### src/rtl/audio_st_sample_packer_pkg.sv
// -----------------------------------------------------------------------------
// audio_st_sample_packer_pkg
// Shared definitions for the audio sample packer slice:
//   - SAMPLE_W_DEF      : default width of one channel sample
//   - audio_pair_t      : packed stereo word {left, right} at the default width
//   - pack_state_t      : pairing FSM states
//   - level_width()     : width of a fill-level / pointer field for a given depth
// -----------------------------------------------------------------------------
package audio_st_sample_packer_pkg;

    localparam int SAMPLE_W_DEF = 16;

    // Left channel occupies the upper half of the packed word.
    typedef struct packed {
        logic [SAMPLE_W_DEF-1:0] left;
        logic [SAMPLE_W_DEF-1:0] right;
    } audio_pair_t;

    typedef enum logic [0:0] {
        WAIT_L = 1'b0,
        HAVE_L = 1'b1
    } pack_state_t;

    // A level must represent 0..DEPTH inclusive, hence one bit beyond the index.
    function automatic int level_width(input int depth);
        return $clog2(depth) + 1;
    endfunction

endpackage

### src/rtl/audio_st_reg_fifo.sv
// -----------------------------------------------------------------------------
// audio_st_reg_fifo
// Register-based show-ahead FIFO. The head word is always presented on
// head_data while head_valid is high. A push while full is ignored unless a
// pop happens in the same cycle, in which case the freed slot is reused.
// Ports:
//   clock, reset_n       : clock and asynchronous active-low reset
//   push, push_data      : write request and word
//   pop                  : consume the head word (ignored when empty)
//   head_data/head_valid : registered head word and its valid flag
//   full, empty          : registered occupancy flags
//   level                : registered number of words held
// -----------------------------------------------------------------------------
module audio_st_reg_fifo
    import audio_st_sample_packer_pkg::*;
#(
    parameter int WIDTH = 32,
    parameter int DEPTH = 4,
    localparam int LVL_W = level_width(DEPTH)
) (
    input  logic             clock,
    input  logic             reset_n,
    input  logic             push,
    input  logic [WIDTH-1:0] push_data,
    input  logic             pop,
    output logic [WIDTH-1:0] head_data,
    output logic             head_valid,
    output logic             full,
    output logic             empty,
    output logic [LVL_W-1:0] level
);

    localparam int IDX_W = LVL_W - 1;
    localparam logic [LVL_W-1:0] LVL_ZERO = {LVL_W{1'b0}};
    localparam logic [LVL_W-1:0] LVL_ONE  = {{(LVL_W-1){1'b0}}, 1'b1};
    localparam logic [LVL_W-1:0] LVL_FULL = LVL_W'(DEPTH);

    logic [WIDTH-1:0] mem_q [DEPTH];
    logic [WIDTH-1:0] mem_d [DEPTH];
    logic [LVL_W-1:0] wr_ptr_q, wr_ptr_d;
    logic [LVL_W-1:0] rd_ptr_q, rd_ptr_d;
    logic [LVL_W-1:0] level_q, level_d;
    logic [WIDTH-1:0] head_q, head_d;
    logic             valid_q, valid_d;
    logic             full_q, full_d;
    logic             empty_q, empty_d;
    logic             do_pop_s;
    logic             do_push_s;

    // Next-state computation for storage, pointers and the registered head.
    always_comb begin
        mem_d    = mem_q;
        wr_ptr_d = wr_ptr_q;
        rd_ptr_d = rd_ptr_q;
        do_pop_s  = pop && !empty_q;
        // A pop in the same cycle frees a slot, so a full buffer still accepts.
        do_push_s = push && (!full_q || do_pop_s);

        if (do_push_s) begin
            mem_d[wr_ptr_q[IDX_W-1:0]] = push_data;
            wr_ptr_d = wr_ptr_q + LVL_ONE;
        end else begin
            wr_ptr_d = wr_ptr_q;
        end

        if (do_pop_s) begin
            rd_ptr_d = rd_ptr_q + LVL_ONE;
        end else begin
            rd_ptr_d = rd_ptr_q;
        end

        // Pointers carry an extra wrap bit, so the difference is the true level.
        level_d = wr_ptr_d - rd_ptr_d;
        valid_d = (level_d != LVL_ZERO);
        empty_d = (level_d == LVL_ZERO);
        full_d  = (level_d == LVL_FULL);

        // Head is taken from next-state storage so a push into an empty
        // buffer is visible on the very next cycle.
        if (valid_d) begin
            head_d = mem_d[rd_ptr_d[IDX_W-1:0]];
        end else begin
            head_d = head_q;
        end
    end

    // State registers for storage, pointers and all outputs.
    always_ff @(posedge clock or negedge reset_n) begin
        if (!reset_n) begin
            for (int i = 0; i < DEPTH; i++) begin
                mem_q[i] <= {WIDTH{1'b0}};
            end
            wr_ptr_q <= LVL_ZERO;
            rd_ptr_q <= LVL_ZERO;
            level_q  <= LVL_ZERO;
            head_q   <= {WIDTH{1'b0}};
            valid_q  <= 1'b0;
            full_q   <= 1'b0;
            empty_q  <= 1'b1;
        end else begin
            for (int i = 0; i < DEPTH; i++) begin
                mem_q[i] <= mem_d[i];
            end
            wr_ptr_q <= wr_ptr_d;
            rd_ptr_q <= rd_ptr_d;
            level_q  <= level_d;
            head_q   <= head_d;
            valid_q  <= valid_d;
            full_q   <= full_d;
            empty_q  <= empty_d;
        end
    end

    assign head_data  = head_q;
    assign head_valid = valid_q;
    assign full       = full_q;
    assign empty      = empty_q;
    assign level      = level_q;

endmodule

### src/rtl/audio_st_sample_packer.sv
// -----------------------------------------------------------------------------
// audio_st_sample_packer
// Pairs left/right codec samples into {L,R} words, buffers them in a small
// register FIFO and presents them on an Avalon-ST source (ready latency 0).
// Ports:
//   clock, reset_n            : clock and asynchronous active-low reset
//   enable                    : packing enable; low idles the pairing FSM
//   l_data/l_valid            : left sample and one-cycle strobe
//   r_data/r_valid            : right sample and one-cycle strobe
//   src_data/src_valid/src_ready : Avalon-ST source
//   level                     : words currently buffered
//   drop_count                : saturating count of words lost to overflow
//   drop_clear                : synchronous clear of drop_count and order_err
//   order_err                 : sticky L/R ordering violation flag
// -----------------------------------------------------------------------------
module audio_st_sample_packer
    import audio_st_sample_packer_pkg::*;
#(
    parameter int SAMPLE_W = SAMPLE_W_DEF,
    parameter int DEPTH    = 4,
    parameter int CNT_W    = 16,
    localparam int LVL_W   = level_width(DEPTH),
    localparam int WORD_W  = 2 * SAMPLE_W
) (
    input  logic                clock,
    input  logic                reset_n,
    input  logic                enable,
    input  logic [SAMPLE_W-1:0] l_data,
    input  logic                l_valid,
    input  logic [SAMPLE_W-1:0] r_data,
    input  logic                r_valid,
    output logic [WORD_W-1:0]   src_data,
    output logic                src_valid,
    input  logic                src_ready,
    output logic [LVL_W-1:0]    level,
    output logic [CNT_W-1:0]    drop_count,
    input  logic                drop_clear,
    output logic                order_err
);

    typedef struct packed {
        logic [SAMPLE_W-1:0] left;
        logic [SAMPLE_W-1:0] right;
    } pair_t;

    localparam logic [CNT_W-1:0]    CNT_ZERO = {CNT_W{1'b0}};
    localparam logic [CNT_W-1:0]    CNT_ONE  = {{(CNT_W-1){1'b0}}, 1'b1};
    localparam logic [CNT_W-1:0]    CNT_MAX  = {CNT_W{1'b1}};
    localparam logic [SAMPLE_W-1:0] SMP_ZERO = {SAMPLE_W{1'b0}};

    pack_state_t         state_q, state_d;
    logic [SAMPLE_W-1:0] held_l_q, held_l_d;
    logic [CNT_W-1:0]    drop_count_q, drop_count_d;
    logic                order_err_q, order_err_d;
    logic                push_req_s;
    pair_t               push_word_s;
    logic                order_set_s;
    logic                drop_s;
    logic                fifo_full_s;
    logic                fifo_empty_s;

    // Pairing FSM next state: decides what (if anything) is pushed this cycle.
    always_comb begin
        state_d     = state_q;
        held_l_d    = held_l_q;
        push_req_s  = 1'b0;
        push_word_s = {WORD_W{1'b0}};
        order_set_s = 1'b0;

        if (!enable) begin
            // Disabled: any half-built pair is abandoned and strobes ignored.
            state_d  = WAIT_L;
            held_l_d = SMP_ZERO;
        end else begin
            case (state_q)
                WAIT_L: begin
                    case ({l_valid, r_valid})
                        2'b10: begin
                            held_l_d = l_data;
                            state_d  = HAVE_L;
                        end
                        2'b01: begin
                            order_set_s = 1'b1;
                        end
                        2'b11: begin
                            push_req_s  = 1'b1;
                            push_word_s = '{left: l_data, right: r_data};
                        end
                        default: begin
                            state_d = WAIT_L;
                        end
                    endcase
                end
                HAVE_L: begin
                    case ({l_valid, r_valid})
                        2'b01: begin
                            push_req_s  = 1'b1;
                            push_word_s = '{left: held_l_q, right: r_data};
                            state_d     = WAIT_L;
                        end
                        2'b10: begin
                            // A second left before any right: keep the newest.
                            held_l_d    = l_data;
                            order_set_s = 1'b1;
                        end
                        2'b11: begin
                            // Right completes the held pair; new left starts the next.
                            push_req_s  = 1'b1;
                            push_word_s = '{left: held_l_q, right: r_data};
                            held_l_d    = l_data;
                        end
                        default: begin
                            state_d = HAVE_L;
                        end
                    endcase
                end
                default: begin
                    state_d  = WAIT_L;
                    held_l_d = SMP_ZERO;
                end
            endcase
        end
    end

    // Drop detection plus next values of the drop counter and ordering flag.
    always_comb begin
        // A full buffer only loses the word when no pop frees a slot.
        drop_s = push_req_s && fifo_full_s && !(src_ready && !fifo_empty_s);

        if (drop_clear) begin
            if (drop_s) begin
                drop_count_d = CNT_ONE;
            end else begin
                drop_count_d = CNT_ZERO;
            end
        end else if (drop_s && (drop_count_q != CNT_MAX)) begin
            drop_count_d = drop_count_q + CNT_ONE;
        end else begin
            drop_count_d = drop_count_q;
        end

        // A new error in the clearing cycle wins over the clear.
        if (drop_clear) begin
            order_err_d = order_set_s;
        end else begin
            order_err_d = order_err_q | order_set_s;
        end
    end

    // Pairing FSM state and held left sample.
    always_ff @(posedge clock or negedge reset_n) begin
        if (!reset_n) begin
            state_q  <= WAIT_L;
            held_l_q <= SMP_ZERO;
        end else begin
            state_q  <= state_d;
            held_l_q <= held_l_d;
        end
    end

    // Status registers: drop counter and sticky ordering flag.
    always_ff @(posedge clock or negedge reset_n) begin
        if (!reset_n) begin
            drop_count_q <= CNT_ZERO;
            order_err_q  <= 1'b0;
        end else begin
            drop_count_q <= drop_count_d;
            order_err_q  <= order_err_d;
        end
    end

    audio_st_reg_fifo #(
        .WIDTH (WORD_W),
        .DEPTH (DEPTH)
    ) u_fifo (
        .clock      (clock),
        .reset_n    (reset_n),
        .push       (push_req_s),
        .push_data  (push_word_s),
        .pop        (src_ready),
        .head_data  (src_data),
        .head_valid (src_valid),
        .full       (fifo_full_s),
        .empty      (fifo_empty_s),
        .level      (level)
    );

    assign drop_count = drop_count_q;
    assign order_err  = order_err_q;

endmodule
### config.mk
export PLATFORM = sky130hd
export DESIGN_NAME = audio_st_sample_packer
export DESIGN_NICKNAME = d
export VERILOG_FILES = /design/src/rtl/audio_st_sample_packer_pkg.sv /design/src/rtl/audio_st_reg_fifo.sv /design/src/rtl/audio_st_sample_packer.sv
export SDC_FILE = /design/constraint.sdc
export NUM_CORES = 1
export LEC_CHECK = 0
export ABC_CLOCK_PERIOD_IN_PS = 4600
export CORE_MARGIN = 2
export CORE_UTILIZATION = 35
export CTS_CLUSTER_DIAMETER = 40
export CTS_CLUSTER_SIZE = 25
export DETAILED_ROUTE_END_ITERATION = 8
export DONT_BUFFER_PORTS = 1
export PLACE_DENSITY = 0.53
export RECOVER_POWER = 25
export SYNTH_ARGS = -nofsm -noshare
export SYNTH_HDL_FRONTEND = slang
export SYNTH_SLANG_ARGS = --single-unit
### constraint.sdc
create_clock -name clock -period 4.6 [get_ports clock]
set_clock_uncertainty 0.15 [all_clocks]
set_input_delay 0.46 -clock clock [delete_from_list [all_inputs] [get_ports clock]]
set_output_delay 0.46 -clock clock [all_outputs]
set_load 0.03 [all_outputs]
# ---- Yosys cells after proc, flatten, opt, wreduce, memory -nomap -nowiden
# Index checks and enable logic that the tools add are counted.
# Widths: inputs -> output; s select.
dict set report classes {
  addsub 4
  eq_ne 7
  order_cmp 3
  mux 32
  n_bitwise 4
  n_reduce_logical 16
}
# operator count
set ops {}
lappend ops {{$mux 32} 6}
lappend ops {{$bwmux 128} 1}
lappend ops {{$mux 128} 1}
lappend ops {{$mux 16} 5}
lappend ops {{$bmux 32 s2} 1}
lappend ops {{$demux 32 s2} 1}
lappend ops {{$pmux 32 s2} 1}
lappend ops {{$pmux 16 s2} 1}
lappend ops {{$add 16x1->16 const B} 1}
lappend ops {{$ne 16x16->1 const B} 1}
lappend ops {{$mux 1} 10}
lappend ops {{$add 3x1->3 const B} 2}
lappend ops {{$ge 3x3->1 const B} 2}
lappend ops {{$logic_and 1x1->1} 6}
lappend ops {{$mux 3} 2}
lappend ops {{$ne 3x3->1 const B} 2}
lappend ops {{$not 2->3} 2}
lappend ops {{$pmux 1 s2} 3}
lappend ops {{$eq 2x2->1 const B} 2}
lappend ops {{$reduce_or 2->1} 2}
lappend ops {{$eq 3x3->1 const B} 1}
lappend ops {{$logic_not 1->1} 3}
lappend ops {{$logic_not 3->1} 1}
lappend ops {{$lt 3x1->1 const B} 1}
lappend ops {{8 further kinds} 8}
dict set report totals {
  output_inout_bits 53
  ff_bits 206
  wordCells 81
}

# ---- Depth between registers and ports, before layout
# Gate-level depths: netlist (run 1).
dict set report depth {
  word_depth 10
  depth_mapped 15
  mapped_depth_nobuf 11
}

# ---- Hierarchy
# Synthesis (run 1) repeated with hierarchy kept, for this count alone.
dict set report hier_totals {
  cells_unflattened 1013
  hier_area_um2 10949.3
}
# module instances seq_area_each_um2 cells_per_inst area_per_inst_um2
set by_module_without_submodules {}
lappend by_module_without_submodules {audio_st_reg_fifo 1 4305.4 771 8897.3}
lappend by_module_without_submodules {audio_st_sample_packer 1 850.8 242 2052.0}

# ---- Worst setup path after synthesis (run 1)
# Ideal clock, no wire load.
dict set report synth_timing {
  kind {register to register}
  startpoint {register u_fifo.empty_q, in the netlist u_fifo.empty}
  endpoint {register u_fifo.head_q[10], in the netlist u_fifo.head_data[10]}
  t_required_ps 4330
  setup_slack_ps 1097
  period_less_slack_ps 3503
  setup_ps 120
  path_stages_with_launch 15
  arrival_ps 3234
  path_cell_list {dfstp_2 -> and2b_1 -> buf_2 -> xnor2_1 -> inv_1 -> ha_1 -> inv_1 -> fa_1 -> xnor3_1 -> or3_1 -> buf_2 -> a21o_1 -> buf_2 -> buf_2 -> a31o_1}
}
dict set report synth_via {
  word_cells_on_any_way 13
}
# item line
set synth_lines {}
lappend synth_lines {{from (decl)} audio_st_reg_fifo.sv:46} ;# logic empty_q, empty_d;
lappend synth_lines {{from (signal assigned)} audio_st_reg_fifo.sv:110} ;# empty_q <= empty_d;
lappend synth_lines {{$logic_not 1->1 *} audio_st_reg_fifo.sv:55} ;# do_pop_s = pop && !empty_q;
lappend synth_lines {{$logic_and 1x1->1 *} audio_st_reg_fifo.sv:55}
lappend synth_lines {{$mux 3 *} audio_st_reg_fifo.sv:66} ;# if (do_pop_s) begin
lappend synth_lines {{net u_fifo.rd_ptr_d[0]} audio_st_reg_fifo.sv:41} ;# logic [LVL_W-1:0] rd_ptr_q, rd_ptr_d;
lappend synth_lines {{parallel branches: the longest is 4 deep, another holds $sub 3x3->3} n/a}
lappend synth_lines {{to (signal assigned)} audio_st_reg_fifo.sv:96} ;# head_q <= {WIDTH{1'b0}};
lappend synth_lines {{to (decl)} audio_st_reg_fifo.sv:43} ;# logic [WIDTH-1:0] head_q, head_d;
# Mark *: on every way through the listed nets, which the timed path passes. The select of a mux whose other input is x is not followed.
# A chain may end at the register's enable or synchronous reset.

# ---- Worst setup path in the final report (run 1)
dict set report layout_timing {
  startpoint {register u_fifo.empty_q, in the netlist u_fifo.empty}
  endpoint {register u_fifo.head_q[11], in the netlist u_fifo.head_data[11]}
}
# Same word-level chain as after synthesis.

==> impl_metrics.py, run 1 <==
metrics = {
    "cells_and_area": {
        "fin_nets": 1084,
        "syn_to_final_growth_pct": 20.5,
        "fin_util": 0.432,
        "n_antenna_cell": 0,
        "fin_cells": 1445,
        "drive_gt1_frac": 0.120,
    },
    "critical_path": {
        "worst_ep_arrival_time_ns": 4.40,
        "start_kind": "register",
        "cp_common_cell": "inv_1",
        "cp.depth": 11,
        "end_kind": "register",
        "cp_slowest_cell": "dfstp_2",
        "cp_slowest_stage_delay_ns": 0.56,
        "path_max_fanout": 23,
        "crit_family": "XOR/XNOR gates",
        "worstSetupPathType": "register to register",
        "cp_num_buf_inv": 3,
        "rr_worst_depth": 11,
        "crit_required_ns": 4.84,
        "crit_chain": "and2b_1 -> xnor2_1 -> inv_1 -> ha_1 -> inv_1 -> fa_1 -> xnor3_1 -> or3_1 -> a21o_1 -> buf_4 -> a31o_1",
    },
    "routing": {
        "viasPerCell": 5.29,
        "routedWlPerCell_um": 19.2,
        "ant_nets": 0,
        "dr_wl_met2_um": 12600,
        "top_layer_used": "met5",
        "drt_pass1_iterations": 5,
        "vias": 7644,
        "route.met3.wl_um": 1580,
        "drc_errors": 0,
        "wirelength_um": 27800,
        "wl_met1_um": 12900,
        "drt_iter0_drc": 565,
    },
    "logic_synthesis": {
        "ys_types": 54,
        "ys_ff_latch": 206,
        "syn_area_um2": 10000,
        "synth_ff_type": "dfrtp_1",
        "synth_edf_count": 0,
        "syn_avg_cell_area_um2": 9.81,
        "async_flop_share": 1.00,
        "syn_nets": 1067,
        "ys_seq_area_frac": 0.515,
        "yosysWarnings": 0,
        "syn-instance-count": 1020,
    },
    "sta": {
        "slew_viol_final": 0,
        "rsz0062_at_grt": "no",
        "tns_ns": 0,
        "tightestPinTransition_ns": 1.10,
        "timing.final.ws_setup_ns": 0.439,
        "hold_ws_ns": -0.485,
        "min_period_over_period": 0.905,
        "slew_headroom": 0.264,
        "hold_violations": 206,
        "fmax_mhz": 240,
        "setup_viol": 0,
        "layout_min_cycle_time_ns": 4.16,
    },
    "clock_network": {
        "postCtsSetupBuffers": 0,
        "hold_buffers": 33,
        "clk_pin_slew_ns": 0.05,
        "cts_resized": 0,
        "worstSkewPairLatency_ns": 0.53,
        "root_buffer": "clkbuf_16",
        "cts_tree": "done",
        "cts_buffer_depth": 3,
        "cts-buffers-inserted": 39,
        "htree_levels": 2,
        "cts_sinks": 206,
    },
    "outcome": {
        "status": "finished, violations left",
        "violations": "negative hold slack",
    },
    "pwr": {
        "clkPwrFrac": 0.320,
        "power_leakage_nw": 5.50,
        "swShare": 0.378,
        "power_frac_seq": 0.334,
        "p_sw_w": 0.00345,
        "p_int_w": 0.00569,
        "ir_drop_mv": 0.513,
        "combPwrFrac": 0.345,
        "powerDensity_nw_per_um2": 758,
    },
    "place": {
        "numPortBuffers": 0,
        "hpwl_um": 16600,
        "dp_cells": 1341,
        "gp_congestion": 0.762,
        "dp_worst_setup_slack_ns": 0.470,
    },
    "floorplan": {
        "fp.dieW_um": 173,
        "die_y_um": 173,
        "io_pins": 92,
        "dieArea_um2": 30000,
        "fp-row-count": 61,
        "start_util": 0.358,
        "core-area_um2": 27900,
    },
    "worst_hold_path": {
        "hold_class": "input port to async pin",
    },
    "grt": {
        "grtUsageTotal": 0.187,
        "grt.overflow.total": 0,
        "grt_pass1_vias": 7828,
        "antenna_found_initial": 1,
        "grt_max_degree": 207,
        "grt_pass1_wl_um": 44700,
    },
    "job": {
        "cap_violations": 0,
    },
}
## metal layers
metal / track usage / vias to the layer above
li1: - / 3606
met1: 0.252 / 3809
met2: 0.296 / 175
met3: 0.0442 / 52
met4: 0.0639 / 2
met5: 0 / -
## worst paths after layout
| kind | start | to | slack (ns) |
|---|---|---|---|
| max in group asynchronous | reset_n | held_l_q[4] | 4.33 |
| min reg2reg | u_fifo.mem_q[53] | u_fifo.mem_q[53] | 0.32 |
| min in group clock | r_data[5] | u_fifo.mem_q[69] | 0.06 |
| max | u_fifo.empty | u_fifo.head_data[11] | 0.44 |
| max reg2reg | u_fifo.empty | u_fifo.head_data[11] | 0.44 |
| min | reset_n | u_fifo.mem_q[11] | -0.49 |
## cell type report
class | instances | area (µm²)
sequential | 206 | 5160
tap | 378 | 473
clock inverter | 19 | 231
multi-input combinational | 694 | 4430
timing repair buffer | 50 | 458
inverter | 46 | 173
fill | 2741 | 15900
clock buffer | 52 | 1140
## synth_stat cells, types with 2 or more instances
cell type  number  share of area
a21oi_1        87          0.044
nor4bb_1        2         0.0020
buf_2          28          0.014
a31oi_1         4         0.0025
o21ai_1         2         0.0010
nor4_1          8         0.0050
o211a_1         4         0.0040
dfrtp_1       205           0.51
ha_1            7         0.0088
a211oi_1       34          0.026
nor3_1          5         0.0025
a22oi_1        32          0.024
buf_1           5         0.0019
nand3_1         8         0.0040
mux2_2         28          0.032
nand2_1       233          0.087
nor4b_1         2         0.0018
nand3b_1       16          0.012
o211ai_1        2         0.0015
and3_1          5         0.0031
nand4_1         8         0.0050
nor2_1         20         0.0075
inv_1          44          0.017
mux2i_1        16          0.016
buf_4           2         0.0015
nand2b_1        7         0.0044
nor2b_1        16          0.010
clkbuf_1       39          0.015
o22a_1         28          0.025
o21ai_0        16         0.0080
or3_1           9         0.0056
mux2_1         28          0.032
inv_2           2        0.00075
o211ai_2        3         0.0038
xnor2_1        16          0.014
a31o_1         30          0.026
a21o_1          2         0.0015
## layout by cell type, fill, tap and decap left out, types with 3 or more instances in the layout
cell type | Yosys | routed
a22oi_1 | 32 | 32
nand2_1 | 233 | 233
o211a_1 | 4 | 4
a31o_1 | 30 | 30
a21oi_1 | 87 | 86
nor3_1 | 5 | 5
clkbuf_1 | 39 | 3
o211ai_4 | 0 | 3
clkinv_2 | 0 | 6
bufinv_16 | 0 | 4
buf_4 | 2 | 17
or3_1 | 9 | 9
nand3b_1 | 16 | 16
dlygate4sd3_1 | 0 | 33
nand2b_1 | 7 | 7
and3_1 | 5 | 5
nor4_1 | 8 | 8
clkbuf_8 | 0 | 9
o21ai_0 | 16 | 16
clkinvlp_4 | 0 | 4
mux2i_1 | 16 | 16
nand4_1 | 8 | 8
dfrtp_1 | 205 | 205
inv_1 | 44 | 44
mux2_1 | 28 | 28
ha_1 | 7 | 7
a211oi_1 | 34 | 34
nor2b_1 | 16 | 16
clkbuf_16 | 0 | 40
nor2_1 | 20 | 20
o22a_1 | 28 | 28
mux2_2 | 28 | 28
nand3_1 | 8 | 8
xnor2_1 | 16 | 16
## worst register-to-register path, stage by stage (launching register included)
cell and delay [ns]:
dfstp_2 0.56, and2b_1 0.41, xnor2_1 0.42, inv_1 0.17, ha_1 0.23, inv_1 0.07
fa_1 0.17, xnor3_1 0.41, or3_1 0.34, a21o_1 0.53, buf_4 0.38, a31o_1 0.20
## sequential cells by signal, summed over array words and instances, names as in the netlist
signal / flops
u_fifo.mem_q: 128
u_fifo.head_valid: 1
u_fifo.head_data: 32
state_q: 1
u_fifo.level: 3
u_fifo.wr_ptr_q: 3
u_fifo.rd_ptr_q: 3
drop_count: 16
u_fifo.full: 1
held_l_q: 16
order_err: 1
u_fifo.empty: 1
## cells by family (layout without fill, tap and decap cells)
| family | after synthesis | count (layout) | share of synthesized area |
|---|---|---|---|
| muxes | 72 | 72 | 0.0790 |
| xor gates and xnor gates | 18 | 18 | 0.0171 |
| DFF | 206 | 206 | 0.515 |
| AOI/OAI and AO/OA | 249 | 249 | 0.171 |
| adders and majority gates | 9 | 9 | 0.0118 |
| and+or+nand+nor | 346 | 346 | 0.156 |
| buffers and inverters | 120 | 167 | 0.0493 |
## per-stage QoR
stage | instance area [µm²] | total power (W)
3_3_place_gp | 10400 | 0.00614
3_5_place_dp | 10400 | 0.00620
2_1_floorplan | 10000 | 0.00528
5_1_grt | 12100 | 0.00968
6_report | 12100 | 0.00914
4_1_cts | 12100 | 0.00920
## power by group through the flow
stage          registers [W]  clock network, W  logic, W
3_5_place_dp         0.00310                 0   0.00311
3_3_place_gp         0.00308                 0   0.00305
4_1_cts              0.00307           0.00298   0.00315
5_1_grt              0.00313           0.00308   0.00348
6_report             0.00306           0.00293   0.00315
2_1_floorplan        0.00292                 0   0.00235
(Power assumes the default switching activity.)
==> inputs of run 2 (changes only) <==
- CORE_UTILIZATION: 35 -> 50
- PLACE_DENSITY: 0.53 -> 0.69
==> run 2 against run 1 <==
Effect of this change:
- worst hold slack improved by 0.010 ns
- global-route usage rose by 5.0 points
- via count is 0.42% lower
- critical path depth shrank 1
- worst setup slack gained 0.018 ns
- power fell by 3.8%
- critical endpoint is now u_fifo.head_data[13]
- the run still ends with negative hold slack left
- design area decreased by 2.6%
- critical path type unchanged
- routed wire length fell by 10%
==> impl_metrics.py, run 2 (synthesis gave the netlist of run 1 again) <==
metrics = {
    "cells_and_area": {
        "num-fill-cells": 1708,
        "final_cell_mix": "233 x nand2_1, 205 x dfrtp_1, 86 x a21oi_1, 44 x inv_1, 35 x clkbuf_16",
        "final_common_cell": "nand2_1",
        "multi_input_area_um2": 4410,
        "largest_reg_flops": 128,
        "regArea_um2": 5160,
        "n_antenna_cell": 0,
        "syn_to_final_growth_pct": 17.4,
        "regMostFlops": "u_fifo.mem_q",
        "fin_nets": 1078,
        "drive_gt1_frac": 0.115,
    },
    "floorplan": {
        "fp-row-count": 51,
        "die_y_um": 145,
        "fp.dieW_um": 145,
        "io_pins": 92,
        "dieArea_um2": 21200,
        "start_util": 0.512,
        "core-area_um2": 19500,
    },
    "pwr": {
        "power_leakage_nw": 5.43,
        "powerDensity_nw_per_um2": 748,
        "ir_drop_mv": 0.666,
        "total_power_w": 0.00879,
    },
    "sta": {
        "hold_ws_ns": -0.475,
        "layout_min_cycle_time_ns": 4.14,
        "slew_headroom": 0.147,
        "fmax_mhz": 241,
        "setup_viol": 0,
        "tightestPinTransition_ns": 1.28,
        "hold_violations": 206,
        "slew_viol_final": 0,
        "tns_ns": 0,
        "rsz0062_at_grt": "no",
        "min_period_over_period": 0.901,
    },
    "clock_network": {
        "postCtsSetupBuffers": 0,
        "hold_buffers": 31,
        "cts_sinks": 206,
        "cts_buffer_depth": 3,
        "clk_pin_slew_ns": 0.05,
        "cts_tree": "done",
        "worstSkewPairLatency_ns": 0.50,
        "cts-buffers-inserted": 34,
        "root_buffer": "clkbuf_16",
        "cts_resized": 0,
        "htree_levels": 2,
    },
    "critical_path": {
        "worstSetupPathType": "register to register",
        "cp_common_cell": "inv_1",
        "cp_slowest_cell": "a21o_1",
        "start_kind": "register",
        "end_kind": "register",
        "cp_num_buf_inv": 2,
        "crit_chain": "and2b_1 -> xnor2_1 -> inv_1 -> ha_1 -> inv_1 -> fa_1 -> xnor3_1 -> or3_1 -> a21o_1 -> a31o_1",
        "crit_family": "compound AO/OA/AOI/OAI gates",
        "worst_ep_arrival_time_ns": 4.36,
        "path_max_fanout": 34,
        "crit_required_ns": 4.82,
        "cp_slowest_stage_delay_ns": 0.65,
    },
    "job": {
        "cap_violations": 0,
    },
    "grt": {
        "antenna_found_initial": 0,
        "grt_pass1_wl_um": 40600,
        "grt_pass1_vias": 7501,
        "grt_max_degree": 207,
        "grtUsageTotal": 0.237,
        "grt.overflow.total": 0,
    },
    "outcome": {
        "violations": "negative hold slack",
        "status": "finished, violations left",
    },
    "routing": {
        "wirelength_um": 24900,
        "ant_nets": 0,
        "drt_iter0_drc": 583,
        "viasPerCell": 5.76,
        "vias": 7612,
        "drc_errors": 0,
        "drt_pass1_iterations": 5,
        "routedWlPerCell_um": 18.8,
    },
    "place": {
        "numPortBuffers": 0,
        "gp_congestion": 0.891,
        "hpwl_um": 14800,
    },
    "worst_hold_path": {
        "hold_class": "input port to async pin",
    },
}
run 2: cell types whose count changed in the layout (fill, tap and decap cells not counted), sizes merged:
cell         change
clkbuf           -9
clkinv           -3
bufinv           +2
clkinvlp         -2
dlygate4sd3      -2
inv              +2
buf              +1
run 2: routing by layer:
layer / GRT usage / vias to the layer above / share of wire / wire, µm
li1: - / 3607 / - / -
met1: 0.334 / 3725 / 0.46 / 11400
met2: 0.374 / 242 / 0.46 / 11400
met3: 0.0492 / 38 / 0.066 / 1630
met4: 0.0672 / 0 / 0.018 / 456
met5: 0 / - / 0 / 0
run 2: metrics by stage:
step | util | std cells | setup slack [ns] | hold slack [ns] | cell area (µm²)
floorplan | - | 1020 | 1.10 | 0.0144 | 10000
global placement | 0.523 | 1229 | 0.597 | 0.0220 | 10200
detailed placement | 0.523 | 1229 | 0.504 | 0.0256 | 10200
CTS | 0.602 | 1321 | 0.507 | -0.496 | 11700
global route | 0.602 | 1321 | 0.249 | -0.498 | 11700
finish | 0.602 | 1321 | 0.457 | -0.475 | 11700
run 2: area by class of cell:
cell class	instances	area share
Tap cell	265	0.0282
Inverter	46	0.0147
Clock inverter	18	0.0229
Timing Repair Buffer	49	0.0379
Multi-Input combinational cell	694	0.375
Clock buffer	43	0.0822
Sequential cell	206	0.439
run 2: final timing paths:
check	startpoint	endpoint	slack (ns)	cells past startpoint
worst max-delay path	u_fifo.empty	u_fifo.head_data[13]	0.46	10
max in group asynchronous	reset_n	u_fifo.empty	4.40	0
worst min-delay path	reset_n	u_fifo.mem_q[96]	-0.47	0
worst min register to register	u_fifo.mem_q[61]	u_fifo.mem_q[61]	0.32	2
min in group clock	l_data[5]	held_l_q[5]	0.01	2
worst max register to register	u_fifo.empty	u_fifo.head_data[13]	0.46	10
run 2: report_power, final:
part           total [W]  switching (W)  internal, W
clock            0.00272       0.000883      0.00183
sequential       0.00305       0.000645      0.00241
combinational    0.00302        0.00172      0.00130
total            0.00879        0.00325      0.00554
